## src/rtl/apb_mem_slave_param_if.sv

```systemverilog
// APB slave bus bundle for apb_mem_slave_param.
//   master modport : drives sel/enable/write/addr/wdata/strb, observes rdata/ready/slverr
//   slave modport  : the mirror image
// clk and reset are deliberately kept out of the bundle.
interface apb_mem_slave_param_if #(
  parameter int DATA_WIDTH = 8,
  parameter int ADDR_WIDTH = 8
);
  logic                    sel;
  logic                    enable;
  logic                    write;
  logic [ADDR_WIDTH-1:0]   addr;
  logic [DATA_WIDTH-1:0]   wdata;
  logic [DATA_WIDTH/8-1:0] strb;
  logic [DATA_WIDTH-1:0]   rdata;
  logic                    ready;
  logic                    slverr;

  modport master (
    output sel, enable, write, addr, wdata, strb,
    input  rdata, ready, slverr
  );

  modport slave (
    input  sel, enable, write, addr, wdata, strb,
    output rdata, ready, slverr
  );
endinterface

```

## src/rtl/apb_mem_slave_param.sv

```systemverilog
// APB memory slave with byte strobes and fixed read/write wait states.
//   clk    : single clock, rising edge
//   reset  : asynchronous, active-high; clears FSM, latches, rdata and memory
//   bus    : apb_mem_slave_param_if.slave (sel, enable, write, addr, wdata,
//            strb in; rdata, ready, slverr out)
// Setup phase latches the request and preloads rdata; the access phase counts
// down the wait states and completes with ready. Out-of-range addresses and
// enable-without-setup complete with slverr.
module apb_mem_slave_param #(
  parameter int DATA_WIDTH = 8,
  parameter int ADDR_WIDTH = 8,
  parameter int DEPTH      = 256,
  parameter int RD_WAIT    = 0,
  parameter int WR_WAIT    = 0
) (
  input  logic                  clk,
  input  logic                  reset,
  apb_mem_slave_param_if.slave  bus
);
  localparam int NB = DATA_WIDTH / 8;
  localparam int IW = (DEPTH > 1) ? $clog2(DEPTH) : 1;
  localparam logic [ADDR_WIDTH:0] DEPTH_W = (ADDR_WIDTH + 1)'(DEPTH);
  localparam logic [3:0] RD_W = 4'(RD_WAIT);
  localparam logic [3:0] WR_W = 4'(WR_WAIT);

  typedef enum logic {IDLE, ACCESS} state_t;

  state_t                state, nxt;
  logic [3:0]            cnt;
  logic [ADDR_WIDTH-1:0] addr_q;
  logic                  write_q;
  logic [DATA_WIDTH-1:0] wdata_q;
  logic [NB-1:0]         strb_q;
  logic [DATA_WIDTH-1:0] rdata_q;
  logic [DATA_WIDTH-1:0] mem [DEPTH];

  logic setup, dec, commit, rdy, err;
  logic in_rng_in, in_rng_q;

  assign in_rng_in = {1'b0, bus.addr} < DEPTH_W;
  assign in_rng_q  = {1'b0, addr_q}   < DEPTH_W;

  // A setup cycle is recognised in any state; in ACCESS it abandons the
  // transfer in flight.
  assign setup = bus.sel & ~bus.enable;

  always_ff @(posedge clk or posedge reset) begin
    if (reset) state <= IDLE;
    else       state <= nxt;
  end

  always_comb begin
    nxt    = state;
    rdy    = 1'b0;
    err    = 1'b0;
    dec    = 1'b0;
    commit = 1'b0;
    case (state)
      IDLE: begin
        if (setup) nxt = ACCESS;
        else if (bus.sel && bus.enable) begin
          // enable without a setup phase: flag it, touch nothing
          rdy = 1'b1;
          err = 1'b1;
        end
      end
      ACCESS: begin
        if (!bus.sel)         nxt = IDLE;     // abort, no write
        else if (!bus.enable) nxt = ACCESS;   // restart via new setup
        else if (cnt != 4'd0) dec = 1'b1;
        else begin
          rdy    = 1'b1;
          err    = ~in_rng_q;
          commit = write_q & in_rng_q;
          nxt    = IDLE;
        end
      end
      default: nxt = IDLE;
    endcase
    if (reset) begin
      rdy    = 1'b0;
      err    = 1'b0;
      commit = 1'b0;
    end
  end

  always_ff @(posedge clk or posedge reset) begin
    if (reset) begin
      cnt     <= '0;
      addr_q  <= '0;
      write_q <= 1'b0;
      wdata_q <= '0;
      strb_q  <= '0;
      rdata_q <= '0;
      for (int i = 0; i < DEPTH; i++) mem[i] <= '0;
    end else begin
      if (setup) begin
        addr_q  <= bus.addr;
        write_q <= bus.write;
        wdata_q <= bus.wdata;
        strb_q  <= bus.strb;
        cnt     <= bus.write ? WR_W : RD_W;
        // Read data is fetched at setup so it is stable through the access phase.
        rdata_q <= (!bus.write && in_rng_in) ? mem[bus.addr[IW-1:0]] : '0;
      end else if (dec) begin
        cnt <= cnt - 4'd1;
      end
      if (commit) begin
        for (int b = 0; b < NB; b++)
          if (strb_q[b]) mem[addr_q[IW-1:0]][8*b +: 8] <= wdata_q[8*b +: 8];
      end
    end
  end

  assign bus.rdata  = rdata_q;
  assign bus.ready  = rdy;
  assign bus.slverr = err;
endmodule

```

## src/flat_wrapper.sv

```systemverilog
// flat-port wrapper written by rule: the top's interface ports become plain ports
module apb_mem_slave_param_flat 
#(
  parameter int DATA_WIDTH = 8,
  parameter int ADDR_WIDTH = 8,
  parameter int DEPTH      = 256,
  parameter int RD_WAIT    = 0,
  parameter int WR_WAIT    = 0
)
  (clk, reset, bus_sel, bus_enable, bus_write, bus_addr, bus_wdata, bus_strb, bus_rdata, bus_ready, bus_slverr);
  apb_mem_slave_param_if #(.DATA_WIDTH(DATA_WIDTH), .ADDR_WIDTH(ADDR_WIDTH)) bus_i ();
  input  logic clk;
  input  logic reset;
  input wire logic [$bits(bus_i.sel)-1:0] bus_sel;
  input wire logic [$bits(bus_i.enable)-1:0] bus_enable;
  input wire logic [$bits(bus_i.write)-1:0] bus_write;
  input wire logic [$bits(bus_i.addr)-1:0] bus_addr;
  input wire logic [$bits(bus_i.wdata)-1:0] bus_wdata;
  input wire logic [$bits(bus_i.strb)-1:0] bus_strb;
  output wire logic [$bits(bus_i.rdata)-1:0] bus_rdata;
  output wire logic [$bits(bus_i.ready)-1:0] bus_ready;
  output wire logic [$bits(bus_i.slverr)-1:0] bus_slverr;
  assign bus_i.sel = bus_sel;
  assign bus_i.enable = bus_enable;
  assign bus_i.write = bus_write;
  assign bus_i.addr = bus_addr;
  assign bus_i.wdata = bus_wdata;
  assign bus_i.strb = bus_strb;
  assign bus_rdata = bus_i.rdata;
  assign bus_ready = bus_i.ready;
  assign bus_slverr = bus_i.slverr;
  apb_mem_slave_param #(.DATA_WIDTH(DATA_WIDTH), .ADDR_WIDTH(ADDR_WIDTH), .DEPTH(DEPTH), .RD_WAIT(RD_WAIT), .WR_WAIT(WR_WAIT)) u_core (.clk(clk), .reset(reset), .bus(bus_i));
endmodule
```

## config.mk

```make
export PLATFORM = sky130hd
export DESIGN_NAME = apb_mem_slave_param_flat
export DESIGN_NICKNAME = d
export VERILOG_FILES = /design/src/rtl/apb_mem_slave_param_if.sv /design/src/rtl/apb_mem_slave_param.sv /design/src/flat_wrapper.sv
export SDC_FILE = /design/constraint.sdc
export NUM_CORES = 2
export LEC_CHECK = 0
export ABC_AREA = 1
export CORE_AREA = 2 2 495 497
export DETAILED_ROUTE_END_ITERATION = 6
export DIE_AREA = 0 0 497 499
export PLACE_DENSITY = 0.54
export SKIP_CTS_REPAIR_TIMING = 1
export SLEW_MARGIN = 20
export SYNTH_ARGS = -nofsm -noshare
export SYNTH_HDL_FRONTEND = slang
export SYNTH_SLANG_ARGS = --single-unit
```

## constraint.sdc

```tcl
create_clock -name clk -period 101.8 [get_ports clk]
set_input_delay 20.36 -clock clk [delete_from_list [all_inputs] [get_ports clk]]
set_output_delay 20.36 -clock clk [all_outputs]
set_load 0.02 [all_outputs]
```

-- Word-level counts from Yosys, hierarchy flattened
Index checks and enable logic that the tools add are counted.
- flip-flop bits (word level): 2079
- bits in latches: 0
- RAM bits: 0
- ROM bits: 0
- input bits: 22
- memories kept: 0
- add/sub/neg operators: 1
- $mul: 0
- divide/modulo/power cells: 0
- order comparisons: 3
- eq/ne operators: 0
- shift-type cells: 0
- mux-type cells: 31
- bitwise operators: 5
- reduce and logical (&&, ||, !) cells: 5
- operators by type and width (kind ; count):
    2048-bit bitwise mux ; 1
    8-bit binary-select mux with 8-bit select ; 1
    8-bit demux with 8-bit select ; 1
    8-bit 2-to-1 mux ; 4
    1-bit 2-to-1 mux ; 19
    9-bit >= comparator (second input constant) ; 2
    8-bit inverter with 9-bit output ; 2
    9-bit by 1-bit less-than comparator with 1-bit output (second input constant) ; 1
    4-bit 2-to-1 mux ; 2
    1-bit case mux with 2 select lines ; 3
    4-bit nonzero test ; 1
    4-bit by 1-bit subtractor with 4-bit output (second input constant) ; 1
    1-bit logical AND ; 2
    1-bit inverter ; 2
    2-bit AND reduction ; 1
    2-bit nonzero test ; 1
    1-bit bitwise AND ; 1

-- Depth between registers and ports, before layout
- depth after elaboration: 7
- depth in mapped cells: 17
- mapped depth without buffers: 14

-- Worst setup path after synthesis
No wires, ideal clock.
- path type: input to output
- from: input port bus_sel
- to: output port bus_ready
- data arrival time: 21054 ps
- data required time: 81440 ps
- path slack: 60386 ps
- cell stages on the path: 4
- buffers on the path: 0
- cells stage by stage: nand2_1 > nor2_1 > inv_1 > o21ai_0
- cells in the longest elaborated chain, start to end: 5
- RTL lines (element ; line ; RTL):
    start, declared ; flat_wrapper.sv:14 ; input wire logic [$bits(bus_i.sel)-1:0] bus_sel;
    1-bit logical AND ; apb_mem_slave_param.sv:61 ; else if (bus.sel && bus.enable) begin
    1-bit 2-to-1 mux ; apb_mem_slave_param.sv:61 ;
    1-bit 2-to-1 mux ; apb_mem_slave_param.sv:60 ; if (setup) nxt = ACCESS;
    1-bit case mux with 2 select lines (*) ; apb_mem_slave_param.sv:58 ; case (state)
    1-bit 2-to-1 mux (*) ; apb_mem_slave_param.sv:80 ; if (reset) begin
    end, declared ; flat_wrapper.sv:21 ; output wire logic [$bits(bus_i.ready)-1:0] bus_ready;
Mark *: on every way between the ends. The rest lies on a longest branch, timed or not.

-- Worst setup path in the final report
- from: input port reset
- to: output port bus_ready
- cells in the longest elaborated chain, start to end: 1
- RTL lines (element ; line ; RTL):
    start, declared ; flat_wrapper.sv:13 ; input logic reset;
    1-bit 2-to-1 mux ; apb_mem_slave_param.sv:80 ;
No other way between the ends.

==> flow_summary_export.csv <==
group,metric,value,unit
outcome,violations,"DRC",
floorplanning,die_w,497,um
timing,whs,0.480,ns
cts,clk_latency,0.87,ns
placement,place_area,96900,sq um
floorplanning,coreArea,243000,sq um
critical_path,endpoint_kind,"primary output",
yosys,synth_nets,11771,
yosys,ys_warn_count,0,
flow_run,maxCapViolations,0,
critical_path,critPathKind,"input pin to primary output",
floorplanning,dieHeight,499,um
critical_path,path_cells,"clkdlybuf4s50_1 > nor2_1 > inv_1 > o21ai_0 > clkdlybuf4s50_1",
worst_hold_path,min_path_type,"flip-flop to flip-flop",
outcome,status,"finished with violations",
power_and_ir_drop,powerDensity,17.4,nW/um^2
route,antenna_left,0,
timing,finalSetupTns,0,ns
yosys,synth.largest_area_cell,"dfrtp_1",
critical_path,critPathRequiredTime,81.44,ns
route,vias,79680,
placement,port_buffers,31,
cts,htreeDepth,4,
critical_path,arrival,22.05,ns
floorplanning,rows,181,
global_route,grt_pass1_wl,467000,um
floorplanning,boundaryPins,32,
placement,place_hpwl,171000,um
cells_and_area,nNetsFinal,11186,
cts,cts_inserted_buffers,219,
timing,post-route-period-util,41.7,%
critical_path,cpMostUsedCell,"clkdlybuf4s50_1",
cells_and_area,post-route-cell-area,104000,sq um
route,drt_iter0_drc,8718,
floorplanning,start_util,39.9,%
route,wl_per_cell,20.9,um
global_route,grt_max_degree,192,
yosys,ys_ff_latch,2079,
yosys,synth_area_leaders,"dfrtp_1 54%, nand2_1 17%, nand3_1 10%, o21ai_0 8.4%, clkbuf_1 2.2%",
cts,cts_tree,"yes",
route,drt_wl_total,304000,um
cells_and_area,nFillCells,24046,
yosys,synth_top_area_share,53.8,%
cts,cts_sinks,2079,
yosys,syn_area,96700,sq um
cells_and_area,final_cells,14550,
power_and_ir_drop,peakVddDrop,0.0213,mV
cells_and_area,area_delta_synth_final,8.07,%
global_route,grt_pass1_vias,74574,
critical_path,critPathMaxFanout,2,
global_route,antenna_found_initial,5,
timing,finalSetupViolations,0,
global_route,track_usage,24.1,%
yosys,syn_inst,11748,
critical_path,startpoint_type,"input pin",
timing,period_needed,42.41,ns
route,drc,3,
cells_and_area,drive_gt1_share,6.67,%
global_route,grt_overflow,0,
cts,cts_root_buf,"clkbuf_16",
cts,clk_pin_slew,0.06,ns
timing,max_slew_margin,21.4,%
yosys,yosysSeqAreaShare,53.8,%
timing,worst_slew_pin_slew,1.18,ns
yosys,ys_types,30,
timing,grt_setup_unrepaired,"no",
power_and_ir_drop,cellLeakagePower,47.2,nW
placement,gp_congestion,0.850,
floorplanning,design.die.area,248000,sq um
timing,max_freq,23.6,MHz
power_and_ir_drop,power,1.82,mW
route,vias_per_cell,5.48,
yosys,synth.avg_cell_area,8.23,sq um
critical_path,cp_slowest_stage_delay,0.65,ns
critical_path,slowest_stage,"clkdlybuf4s50_1",
timing,skew,0.0374,ns
timing,final_hold_viol_count,0,
placement,dpl.cell_count,14142,
timing,drv_slew,0,
cts,clock_path_buffers,3,
route,drt_pass1_iterations,7,
critical_path,rrSetupSlack,97.73,ns
placed cells by master, fill, tap and decap left out, types with 2 or more instances in the layout:
| cell | Yosys | layout |
|---|---|---|
| o21ai_0 | 1615 | 1615 |
| o21ai_1 | 386 | 386 |
| nor2_2 | 8 | 2 |
| nor2_1 | 20 | 18 |
| clkdlybuf4s50_1 | 0 | 25 |
| o21ai_2 | 60 | 60 |
| clkinvlp_4 | 0 | 3 |
| dfrtp_1 | 2079 | 2079 |
| bufinv_16 | 0 | 17 |
| clkinv_1 | 4 | 3 |
| inv_6 | 0 | 4 |
| buf_8 | 1 | 3 |
| buf_12 | 15 | 7 |
| clkbuf_8 | 0 | 61 |
| clkbuf_16 | 0 | 229 |
| nor2_4 | 19 | 27 |
| nor3_1 | 2 | 2 |
| buf_6 | 155 | 2 |
| clkbuf_1 | 561 | 59 |
| nand2_2 | 9 | 9 |
| or2_2 | 3 | 3 |
| inv_8 | 0 | 12 |
| nand2_1 | 4419 | 4419 |
| clkinv_2 | 0 | 31 |
| buf_4 | 8 | 120 |
| inv_1 | 38 | 27 |
| buf_16 | 0 | 2 |
| inv_2 | 3 | 2 |
| nand3_1 | 1944 | 1944 |
| nand2_4 | 157 | 157 |
| a21oi_1 | 10 | 10 |
worst max-delay path, delay by kind of cell:
kind	cells	cell delay, ns
buffers and inverters	3	1.26
AND/OR/NAND/NOR	1	0.23
AO/OA/AOI/OAI	1	0.20
kinds of logic after synthesis:
family                     share of synthesized area (%)
and+or+nand+nor                                     29.5
DFF                                                 53.8
AOI/OAI and AO/OA                                   11.0
buffers and inverters                               5.66
adders and majority gates                         0.0129
routing by layer:
metal / vias up / global-route usage (%) / routed length, um
li1: 37559 / - / -
met1: 39183 / 34.5 / 137000
met2: 2540 / 38.2 / 140000
met3: 396 / 3.26 / 18400
met4: 2 / 6.62 / 8310
met5: - / 0 / 13
cell usage after synthesis, drive strengths merged:
cell type,number
nand2,4585
dfrtp,2079
o21ai,2061
nand3,1944
clkbuf,561
buf,405
nor2,48
inv,41
a21oi,10
clkinv,4
nor3,3
or2,3
a31oi,1
ha,1
nor4,1
o22ai,1
sequential cells by signal, indices dropped and copies added (netlist names):
name,flops
u_core.write_q,1
u_core.addr_q,8
u_core.cnt,4
u_core.wdata_q,8
u_core.bus.rdata,8
u_core.strb_q,1
u_core.state,1
u_core.mem,2048
worst paths after layout:
path | endpoint | from | cells past startpoint
min in group asynchronous | u_core.mem[912] | reset | 2
max in group asynchronous | u_core.mem[1263] | reset | 7
max reg2reg | u_core.mem[1555] | u_core.cnt[1] | 14
max | bus_ready | reset | 5
min reg2reg | u_core.mem[2043] | u_core.mem[2043] | 2
min | u_core.mem[2043] | u_core.mem[2043] | 2
layout make-up:
cell class / instances / area (sq um) / area share [%]
flip-flops and latches: 2079 / 52000 / 49.8
inverters: 45 / 262 / 0.250
well taps: 3202 / 4010 / 3.84
clock inverters: 56 / 743 / 0.711
clock buffers: 349 / 6790 / 6.50
multi-input cells: 8658 / 39200 / 37.5
repair buffers: 160 / 1420 / 1.36
diodes: 1 / 2.50 / 0.00240
report_power, final:
part           switching (mW)  total (mW)  internal [mW]
logic                   0.126       0.148         0.0222
clock network           0.341       0.838          0.497
registers             0.00284       0.832          0.829
metrics by stage:
step / worst slack, ns / utilization [%]
final: 59.39 / 43.1
after global routing: 59.31 / 43.1
after CTS: 59.38 / 43.0
after detailed placement: 59.38 / 39.9
after global placement: 59.17 / 39.9
after floorplan: 22.71 / -
Note: power is estimated with default switching activity, not from simulation.
==> edit: new RTL, same settings <==
Make the reset (`reset`) synchronous in 2 clocked blocks. Comments in the files are not updated.
--- a/src/rtl/apb_mem_slave_param.sv
+++ b/src/rtl/apb_mem_slave_param.sv
@@ -44,7 +44,7 @@
   // transfer in flight.
   assign setup = bus.sel & ~bus.enable;
 
-  always_ff @(posedge clk or posedge reset) begin
+  always_ff @(posedge clk) begin
     if (reset) state <= IDLE;
     else       state <= nxt;
   end
@@ -84,7 +84,7 @@
     end
   end
 
-  always_ff @(posedge clk or posedge reset) begin
+  always_ff @(posedge clk) begin
     if (reset) begin
       cnt     <= '0;
       addr_q  <= '0;
Function: not settled (the Yosys comparison gave no result); the edit may change what the design does.
==> edit against the unedited design <==
Area after synthesis shrank 2.8%. Via count down 13%. Sequential cell count is the same. Total power increased by 3.9%. Design area down 1.4%. Non-clock buffer count fell by 22. Synthesized cell count down 17%. Global-route usage is 1.3 points lower. Setup slack lost 1.2 ns. Sequential power grew 17%. Register-to-register slack got worse by 0.23 ns. Wire length is 5.4% lower. Critical endpoint unchanged.
==> edit: results <==
[placed_design]
dp_cells = 12330
place_hpwl_mm = 166.5
post-place-ws_ns = 58.21
place_area_um2 = 96240
gp_congestion = 0.8961

[worst_hold_path]
holdCritStartpoint = u_core.bus.rdata[6]

[critical_path]
cpPeakStageDelay_ns = 0.85
timing.rr.start = u_core.cnt[0]
r2r-end = u_core.mem[87][6]
path_max_fanout = 89

[timing]
period_minus_slack_ns = 43.59
finClkSkew_ns = 0.04019
relSlewSlack_pct = 24.94

[route]
wl_per_cell_um = 22.60
met1Wirelength_mm = 124.9
drt_iter0_drc = 8022
routed_wl_mm = 287.7
met2_length_mm = 131.7
dr.pass1.iters = 6

[power]
p_int_w = 0.001422
ir_drop_v = 0.00001554
p_leak_nw = 36.99

[synth]
synthTopCellsByCount = 2,712 x nand2_1, 2,077 x nor2_1, 2,048 x edfxtp_1
yosysUniqueCellTypes = 25
syn_area_per_cell_um2 = 9.652
synth_compound_area_share_pct = 0.2264
yosysSeqAreaShare_pct = 66.13

[grt]
use_met3_pct = 3.511
track_usage_pct = 22.72
grt_use_met2_pct = 35.72

[run_status]
outcome = completed

[cells_and_area]
fin_nets = 9375

[clock_network]
insertion_delay_ns = 0.91
## edit: cell count changes after synthesis, sizes merged, moves of 31 or more
cell,before,now
nand2,4585,2784
clkbuf,561,459
dfrtp,2079,0
edfxtp,0,2048
nor2,48,2089
dfxtp,0,31
o21ai,2061,20
buf,405,281
## edit: power by group through the flow
stage,sequential (W),combinational [W],clock (W)
after detailed placement,0.000991,0.000145,0
after global placement,0.000990,0.000144,0
final,0.000973,0.000146,0.000770
after floorplan,0.000988,0.0000906,0
after global routing,0.000976,0.000157,0.000811
after CTS,0.000973,0.000145,0.000779
## edit: area by class of cell
| cell class | instances | area (µm²) |
|---|---|---|
| diodes | 3 | 7.507 |
| fillers | 23450 | 139500 |
| flip-flops and latches | 2079 | 62120 |
| inverters | 36 | 227.7 |
| clock buffers | 282 | 5802 |
| clock inverters | 117 | 943.4 |
| multi-input cells | 6877 | 28690 |
| repair buffers | 138 | 1226 |
| well taps | 3202 | 4006 |
